## src/rtl/uart_alu_sequencer_pkg.sv

```systemverilog
// -----------------------------------------------------------------------------
// uart_alu_sequencer_pkg
// Shared definitions for the UART-ALU loopback sequencer:
//   - default widths and watchdog timeout
//   - 3-bit sequencer state encoding
//   - ALU opcode constants used by the host side and the bench
//   - helper deciding in which states the watchdog runs
// -----------------------------------------------------------------------------
package uart_alu_sequencer_pkg;

    localparam int DEF_NB_DATA        = 8;
    localparam int DEF_NB_OP          = 6;
    localparam int DEF_TIMEOUT_CYCLES = 1000000;
    localparam int DEF_NB_TIMEOUT     = 20;

    // Sequencer states, 3-bit encoding
    typedef enum logic [2:0] {
        ST_IDLE    = 3'd0,
        ST_GET_B   = 3'd1,
        ST_GET_OP  = 3'd2,
        ST_EXEC    = 3'd3,
        ST_SEND    = 3'd4,
        ST_WAIT_TX = 3'd5
    } state_e;

    // ALU opcodes carried in the low bits of the third byte
    localparam logic [5:0] OP_ADD = 6'b100000;
    localparam logic [5:0] OP_SUB = 6'b100010;
    localparam logic [5:0] OP_AND = 6'b100100;

    // States in which the sequencer waits on an external party and may stall
    function automatic logic is_waiting_state(input state_e st);
        logic res;
        case (st)
            ST_GET_B, ST_GET_OP, ST_WAIT_TX: res = 1'b1;
            default:                         res = 1'b0;
        endcase
        return res;
    endfunction

endpackage

```

## src/rtl/uart_alu_sequencer_watchdog.sv

```systemverilog
// -----------------------------------------------------------------------------
// seq_watchdog
// Stall counter for the sequencer. Counts clock cycles while enabled and
// flags expiry in the cycle in which the count equals the terminal value.
// Ports:
//   i_clock     system clock
//   i_reset     synchronous, active-high reset
//   i_clear     restart counting from zero (state change)
//   i_enable    count in this cycle; when low the counter is held at zero
//   i_terminal  count value at which the watchdog fires
//   o_expired   high while enabled and count == terminal
// -----------------------------------------------------------------------------
module seq_watchdog #(
    parameter int NB_TIMEOUT = 20
) (
    input  logic                  i_clock,
    input  logic                  i_reset,
    input  logic                  i_clear,
    input  logic                  i_enable,
    input  logic [NB_TIMEOUT-1:0] i_terminal,
    output logic                  o_expired
);

    logic [NB_TIMEOUT-1:0] count_q;

    // Cycle counter: cleared on reset, on request or whenever not counting
    always_ff @(posedge i_clock) begin
        if (i_reset) begin
            count_q <= '0;
        end else if (i_clear || !i_enable) begin
            count_q <= '0;
        end else begin
            count_q <= count_q + NB_TIMEOUT'(1);
        end
    end

    // Expiry is an in-cycle decode so the owner can give priority to a
    // coincident advancing event.
    assign o_expired = i_enable && (count_q == i_terminal);

endmodule

```

## src/rtl/uart_alu_sequencer.sv

```systemverilog
// -----------------------------------------------------------------------------
// uart_alu_sequencer
// Sits between UART receiver, ALU and UART transmitter. Collects operand A,
// operand B and opcode bytes, commits all three to the ALU together, captures
// the ALU result and hands it to the transmitter with a start/done handshake.
// A watchdog returns to idle if the host stalls between bytes or the
// transmitter never reports done.
// Ports:
//   i_clock, i_reset     clock, synchronous active-high reset
//   i_rx_done_tick       pulse: i_rx_data holds a new byte
//   i_rx_data            received byte
//   i_alu_result         combinational ALU result for committed inputs
//   i_tx_done_tick       pulse: transmitter finished its frame
//   o_data_a/o_data_b    committed ALU operands
//   o_operation          committed ALU opcode
//   o_tx_start           one-cycle start pulse to transmitter
//   o_tx_data            byte to transmit
//   o_busy               high whenever not idle
//   o_timeout            pulse when the watchdog aborts a transaction
//   o_overrun            pulse when a received byte is dropped
// -----------------------------------------------------------------------------
module uart_alu_sequencer
    import uart_alu_sequencer_pkg::*;
#(
    parameter int NB_DATA        = DEF_NB_DATA,
    parameter int NB_OP          = DEF_NB_OP,
    parameter int TIMEOUT_CYCLES = DEF_TIMEOUT_CYCLES,
    parameter int NB_TIMEOUT     = DEF_NB_TIMEOUT
) (
    input  logic               i_clock,
    input  logic               i_reset,
    input  logic               i_rx_done_tick,
    input  logic [NB_DATA-1:0] i_rx_data,
    input  logic [NB_DATA-1:0] i_alu_result,
    input  logic               i_tx_done_tick,
    output logic [NB_DATA-1:0] o_data_a,
    output logic [NB_DATA-1:0] o_data_b,
    output logic [NB_OP-1:0]   o_operation,
    output logic               o_tx_start,
    output logic [NB_DATA-1:0] o_tx_data,
    output logic               o_busy,
    output logic               o_timeout,
    output logic               o_overrun
);

    localparam logic [NB_TIMEOUT-1:0] WD_TERMINAL = NB_TIMEOUT'(TIMEOUT_CYCLES - 1);

    state_e             state_q;
    logic [NB_DATA-1:0] stage_a_q;
    logic [NB_DATA-1:0] stage_b_q;
    logic [NB_DATA-1:0] data_a_q;
    logic [NB_DATA-1:0] data_b_q;
    logic [NB_OP-1:0]   operation_q;
    logic [NB_DATA-1:0] tx_data_q;
    logic               tx_start_q;
    logic               busy_q;
    logic               timeout_q;
    logic               overrun_q;

    logic advance_s;
    logic wd_enable_s;
    logic wd_clear_s;
    logic wd_expired_s;

    // Decode whether the current state leaves in this cycle on its own event
    always_comb begin
        advance_s = 1'b0;
        case (state_q)
            ST_IDLE, ST_GET_B, ST_GET_OP: advance_s = i_rx_done_tick;
            ST_EXEC, ST_SEND:             advance_s = 1'b1;
            ST_WAIT_TX:                   advance_s = i_tx_done_tick;
            default:                      advance_s = 1'b1;
        endcase
    end

    // Any state change (advance or abort) restarts the watchdog
    assign wd_enable_s = is_waiting_state(state_q);
    assign wd_clear_s  = advance_s || wd_expired_s;

    seq_watchdog #(
        .NB_TIMEOUT (NB_TIMEOUT)
    ) u_watchdog (
        .i_clock    (i_clock),
        .i_reset    (i_reset),
        .i_clear    (wd_clear_s),
        .i_enable   (wd_enable_s),
        .i_terminal (WD_TERMINAL),
        .o_expired  (wd_expired_s)
    );

    // Sequencer FSM with registered outputs; advancing events beat the watchdog
    always_ff @(posedge i_clock) begin
        if (i_reset) begin
            state_q     <= ST_IDLE;
            stage_a_q   <= '0;
            stage_b_q   <= '0;
            data_a_q    <= '0;
            data_b_q    <= '0;
            operation_q <= '0;
            tx_data_q   <= '0;
            tx_start_q  <= 1'b0;
            busy_q      <= 1'b0;
            timeout_q   <= 1'b0;
            overrun_q   <= 1'b0;
        end else begin
            tx_start_q <= 1'b0;
            timeout_q  <= 1'b0;
            overrun_q  <= 1'b0;
            case (state_q)
                ST_IDLE: begin
                    if (i_rx_done_tick) begin
                        stage_a_q <= i_rx_data;
                        state_q   <= ST_GET_B;
                        busy_q    <= 1'b1;
                    end else begin
                        state_q   <= ST_IDLE;
                        busy_q    <= 1'b0;
                    end
                end
                ST_GET_B: begin
                    if (i_rx_done_tick) begin
                        stage_b_q <= i_rx_data;
                        state_q   <= ST_GET_OP;
                        busy_q    <= 1'b1;
                    end else if (wd_expired_s) begin
                        state_q   <= ST_IDLE;
                        busy_q    <= 1'b0;
                        timeout_q <= 1'b1;
                    end else begin
                        state_q   <= ST_GET_B;
                        busy_q    <= 1'b1;
                    end
                end
                ST_GET_OP: begin
                    if (i_rx_done_tick) begin
                        // All three ALU inputs change on the same edge
                        data_a_q    <= stage_a_q;
                        data_b_q    <= stage_b_q;
                        operation_q <= i_rx_data[NB_OP-1:0];
                        state_q     <= ST_EXEC;
                        busy_q      <= 1'b1;
                    end else if (wd_expired_s) begin
                        state_q   <= ST_IDLE;
                        busy_q    <= 1'b0;
                        timeout_q <= 1'b1;
                    end else begin
                        state_q   <= ST_GET_OP;
                        busy_q    <= 1'b1;
                    end
                end
                ST_EXEC: begin
                    // Result and start are registered together so the start
                    // pulse is visible during the SEND cycle.
                    tx_data_q  <= i_alu_result;
                    tx_start_q <= 1'b1;
                    overrun_q  <= i_rx_done_tick;
                    state_q    <= ST_SEND;
                    busy_q     <= 1'b1;
                end
                ST_SEND: begin
                    overrun_q <= i_rx_done_tick;
                    state_q   <= ST_WAIT_TX;
                    busy_q    <= 1'b1;
                end
                ST_WAIT_TX: begin
                    // A byte arriving with tx done is still dropped
                    overrun_q <= i_rx_done_tick;
                    if (i_tx_done_tick) begin
                        state_q   <= ST_IDLE;
                        busy_q    <= 1'b0;
                    end else if (wd_expired_s) begin
                        state_q   <= ST_IDLE;
                        busy_q    <= 1'b0;
                        timeout_q <= 1'b1;
                    end else begin
                        state_q   <= ST_WAIT_TX;
                        busy_q    <= 1'b1;
                    end
                end
                default: begin
                    state_q <= ST_IDLE;
                    busy_q  <= 1'b0;
                end
            endcase
        end
    end

    assign o_data_a    = data_a_q;
    assign o_data_b    = data_b_q;
    assign o_operation = operation_q;
    assign o_tx_start  = tx_start_q;
    assign o_tx_data   = tx_data_q;
    assign o_busy      = busy_q;
    assign o_timeout   = timeout_q;
    assign o_overrun   = overrun_q;

endmodule

```

## config.mk

```make
export PLATFORM = sky130hd
export DESIGN_NAME = uart_alu_sequencer
export DESIGN_NICKNAME = d
export VERILOG_FILES = /design/src/rtl/uart_alu_sequencer_pkg.sv /design/src/rtl/uart_alu_sequencer_watchdog.sv /design/src/rtl/uart_alu_sequencer.sv
export SDC_FILE = /design/constraint.sdc
export NUM_CORES = 1
export LEC_CHECK = 0
export ABC_AREA = 1
export CORE_ASPECT_RATIO = 2
export CORE_UTILIZATION = 53
export DETAILED_ROUTE_END_ITERATION = 12
export DONT_BUFFER_PORTS = 1
export GPL_TIMING_DRIVEN = 0
export PLACE_DENSITY = 0.68
export SYNTH_ARGS = -nofsm -noshare
export SYNTH_HDL_FRONTEND = slang
export SYNTH_SLANG_ARGS = --single-unit
```

## constraint.sdc

```tcl
create_clock -name i_clock -period 2.4 [get_ports i_clock]
set_input_delay 0.12 -clock i_clock [delete_from_list [all_inputs] [get_ports i_clock]]
set_output_delay 0.12 -clock i_clock [all_outputs]
set_load 0.02 [all_outputs]
```

==> results.sh <==
export IMPL_status="finished, final reports clean"
export IMPL_vias=2674
export IMPL_tightest_slew_ns=0.409
export IMPL_grt_remaining_overflow=0
export IMPL_grt_pass1_wl_mm=11.7
export IMPL_drc=0
export IMPL_drv_cap=0
export IMPL_path_delay_family="simple AND/OR/NAND/NOR gates"
export IMPL_holdCritPathClass="in -> reg"
export IMPL_reg2reg_depth=9
export IMPL_core_area_um2=5470
export IMPL_holdPathStages=2
export IMPL_post_synth_top_area_cell="dfxtp_1"
export IMPL_cts_num_sinks=73
export IMPL_slew_viol_final=0
export IMPL_synthArstFlopShare_pct=0
export IMPL_cp_endpoint="u_watchdog.count_q[9]"
export IMPL_path_class="reg -> reg"
export IMPL_cpPeakStageDelay_ns=0.36
export IMPL_setup_tns_ns=0
export IMPL_die_w_um=55.3
export IMPL_dr_first_iter_drc_count=106
export IMPL_grt_pass1_vias=2588
export IMPL_dpl_cell_count=478
export IMPL_die_y_um=109
export IMPL_htreeDepth=3
export IMPL_cts_tree="built"
export IMPL_clk_pin_slew_ns=0.07
export IMPL_avgSynthCellArea_um2=7.22
export IMPL_timing_critical_path_buf_inv=1
export IMPL_ios=54
export IMPL_drive_gt1_share_pct=8.41
export IMPL_clk_latency_ns=0.35
export IMPL_timing_fmax_mhz=560
export IMPL_crit_top_cell="nand2_1"
export IMPL_synth_seq_cells=73
export IMPL_first_pass_iters=4
export IMPL_yosysWarnings=0
export IMPL_yosysSeqAreaShare_pct=48.4
export IMPL_num_antenna_cells=0
export IMPL_end_kind="flip-flop"
export IMPL_yosys_most_used_dff="dfxtp_1"
export IMPL_synth_distinct_cells=28
export IMPL_cp_depth=9
export IMPL_finalHoldViolations=0
export IMPL_fin_crit_ns=1.78
export IMPL_peakVddDrop_v=0.000624
export IMPL_synth_top_area_share_pct=48.4
export IMPL_finish_net_count=468
export IMPL_leakage_nw=1.38
export IMPL_syn_num_nets=439
export IMPL_cts_resized=0
export IMPL_crit_arrival_ns=2.02
export IMPL_root_buffer="clkbuf_8"
export IMPL_finalSetupViolations=0
export IMPL_grt_start_max_net_pins=13
export IMPL_cts_made_buffers=9
export IMPL_synth_most_common_cell="nor2_1"
export IMPL_relSlewSlack_pct=72.7
export IMPL_worstPathMaxFanout=10
export IMPL_path_cells="ha_1 -> nand2_1 -> nor2_2 -> nand2_1 -> nor2_1 -> nand2_1 -> nand2_1 -> buf_2 -> nor2_1"
export IMPL_crit_path_start="u_watchdog.count_q[0]"
export IMPL_r2r_start="u_watchdog.count_q[0]"
export IMPL_drtAntennaViolNets=0
export IMPL_grt_total_usage_pct=25.6
export IMPL_final_cells=512
export IMPL_powerDensity_nw_per_um2=742
export IMPL_cp_start_kind="flip-flop"
export IMPL_via_per_inst=5.22
export IMPL_crit_required_ns=2.64
export IMPL_hpwl_mm=5.32
export IMPL_synth_edf_count=0
export IMPL_syn_area_um2=3020
export IMPL_wl_per_cell_um=14.2
export IMPL_synth_commonest_cells="nor2_1, dfxtp_1, nand2_1, o21ai_0, inv_1"
export IMPL_post_cts_buffers=0
export IMPL_netlist_top_cells_area="dfxtp_1, nor2_1, o21ai_0"
export IMPL_antenna_found_initial=0
export IMPL_r2r_end="u_watchdog.count_q[9]"
export IMPL_fin_crit_sh_pct=74.4
export IMPL_finalClockSkew_ns=0.00770
export IMPL_syn_inst=418
export IMPL_syn_to_final_growth_pct=16.4
export IMPL_rsz0062_at_grt="false"
export IMPL_wl_mm=7.25
export IMPL_port_buffers=0
export IMPL_slowest_stage="dfxtp_1"
export IMPL_regToRegSetupSlack_ns=0.62
export IMPL_initial_core_util_pct=55.2
export IMPL_gp_congestion=0.864
export IMPL_rows=38
export IMPL_clk_path_buf_depth=2
export IMPL_fp_dieArea_um2=6020
-- power by group --
part	switching, mW	internal, mW	leakage [nW]
clock	0.451	0.670	0.123
combinational	0.107	0.0678	0.663
sequential	0.0502	1.26	0.592
total	0.609	2.00	1.38
-- worst register-to-register path: stages (launching register included) --
cell and delay [ns]:
dfxtp_1 0.36, ha_1 0.28, nand2_1 0.11, nor2_2 0.16, nand2_1 0.07, nor2_1 0.14, nand2_1 0.11, nand2_1 0.11
buf_2 0.26, nor2_1 0.08
-- repair_timing --
action                                  CTS  global route
hold endpoints to repair                 34             0
hold buffers                             18             0
endpoints found under the setup margin    0             0
-- cells by family after synthesis --
| family | Yosys count | synth area share (%) |
|---|---|---|
| buffers and inverters | 48 | 6.80 |
| AO/OA/AOI/OAI | 60 | 10.1 |
| XOR/XNOR | 5 | 1.45 |
| adder cells (fa/ha/maj) | 1 | 0.415 |
| AND/OR/NAND/NOR | 231 | 32.8 |
| flip-flops | 73 | 48.4 |
-- area by class of cell --
cell class	count	area, µm²
Buffer	13	73.8
Clock buffer	12	165
Clock inverter	4	73.8
Fill cell	511	1960
Inverter	35	131
Multi-Input combinational cell	297	1350
Sequential cell	73	1460
Tap cell	60	75.1
Timing Repair Buffer	18	180
-- stage by stage --
step | hold WS [ns] | worst slack, ns | cell area, µm² | power [mW] | util [%]
floorplan | 0.189 | 0.966 | 3020 | 1.44 | -
global placement | 0.194 | 0.630 | 3090 | 1.48 | 56.5
detailed placement | 0.197 | 0.617 | 3090 | 1.48 | 56.5
CTS | 0.00597 | 0.606 | 3510 | 2.63 | 64.2
global route | 0.0394 | 0.447 | 3510 | 2.70 | 64.2
finish | 0.0155 | 0.615 | 3510 | 2.61 | 64.2
-- how the worst min path moves through the flow --
stage                               to    startpoint  slack [ns]
after floorplan             state_q[1]       i_reset        0.19
after global placement      state_q[1]       i_reset        0.19
after detailed placement    o_tx_start       i_reset        0.20
after CTS                 stage_a_q[0]  i_rx_data[0]       0.006
after global routing      stage_a_q[0]  i_rx_data[0]        0.04
final                     stage_a_q[0]  i_rx_data[0]        0.02
-- metal layers --
metal	vias up	wire length, µm	GRT usage, %
li1	1382	-	-
met1	1202	2540	22.3
met2	69	4120	50.9
met3	21	284	5.10
met4	0	299	17.0
met5	-	0	0
-- registers in the layout, summed over array words and instances, names as in the netlist, 3 cells and up --
signal and cells:
u_watchdog.count_q 20, o_data_a 8, o_data_b 8, o_tx_data 8, stage_a_q 8, stage_b_q 8, o_operation 6, state_q 3
-- layout by cell type (no fill, tap or decap), types with 7 or more instances in the layout --
cell type	n
nor2_1	130
dfxtp_1	73
nand2_1	60
o21ai_0	48
inv_1	32
dlygate4sd3_1	18
nand3_1	12
clkbuf_8	12
a21oi_1	11
nand4_1	7
No activity file was read; power rests on OpenSTA's default activity.
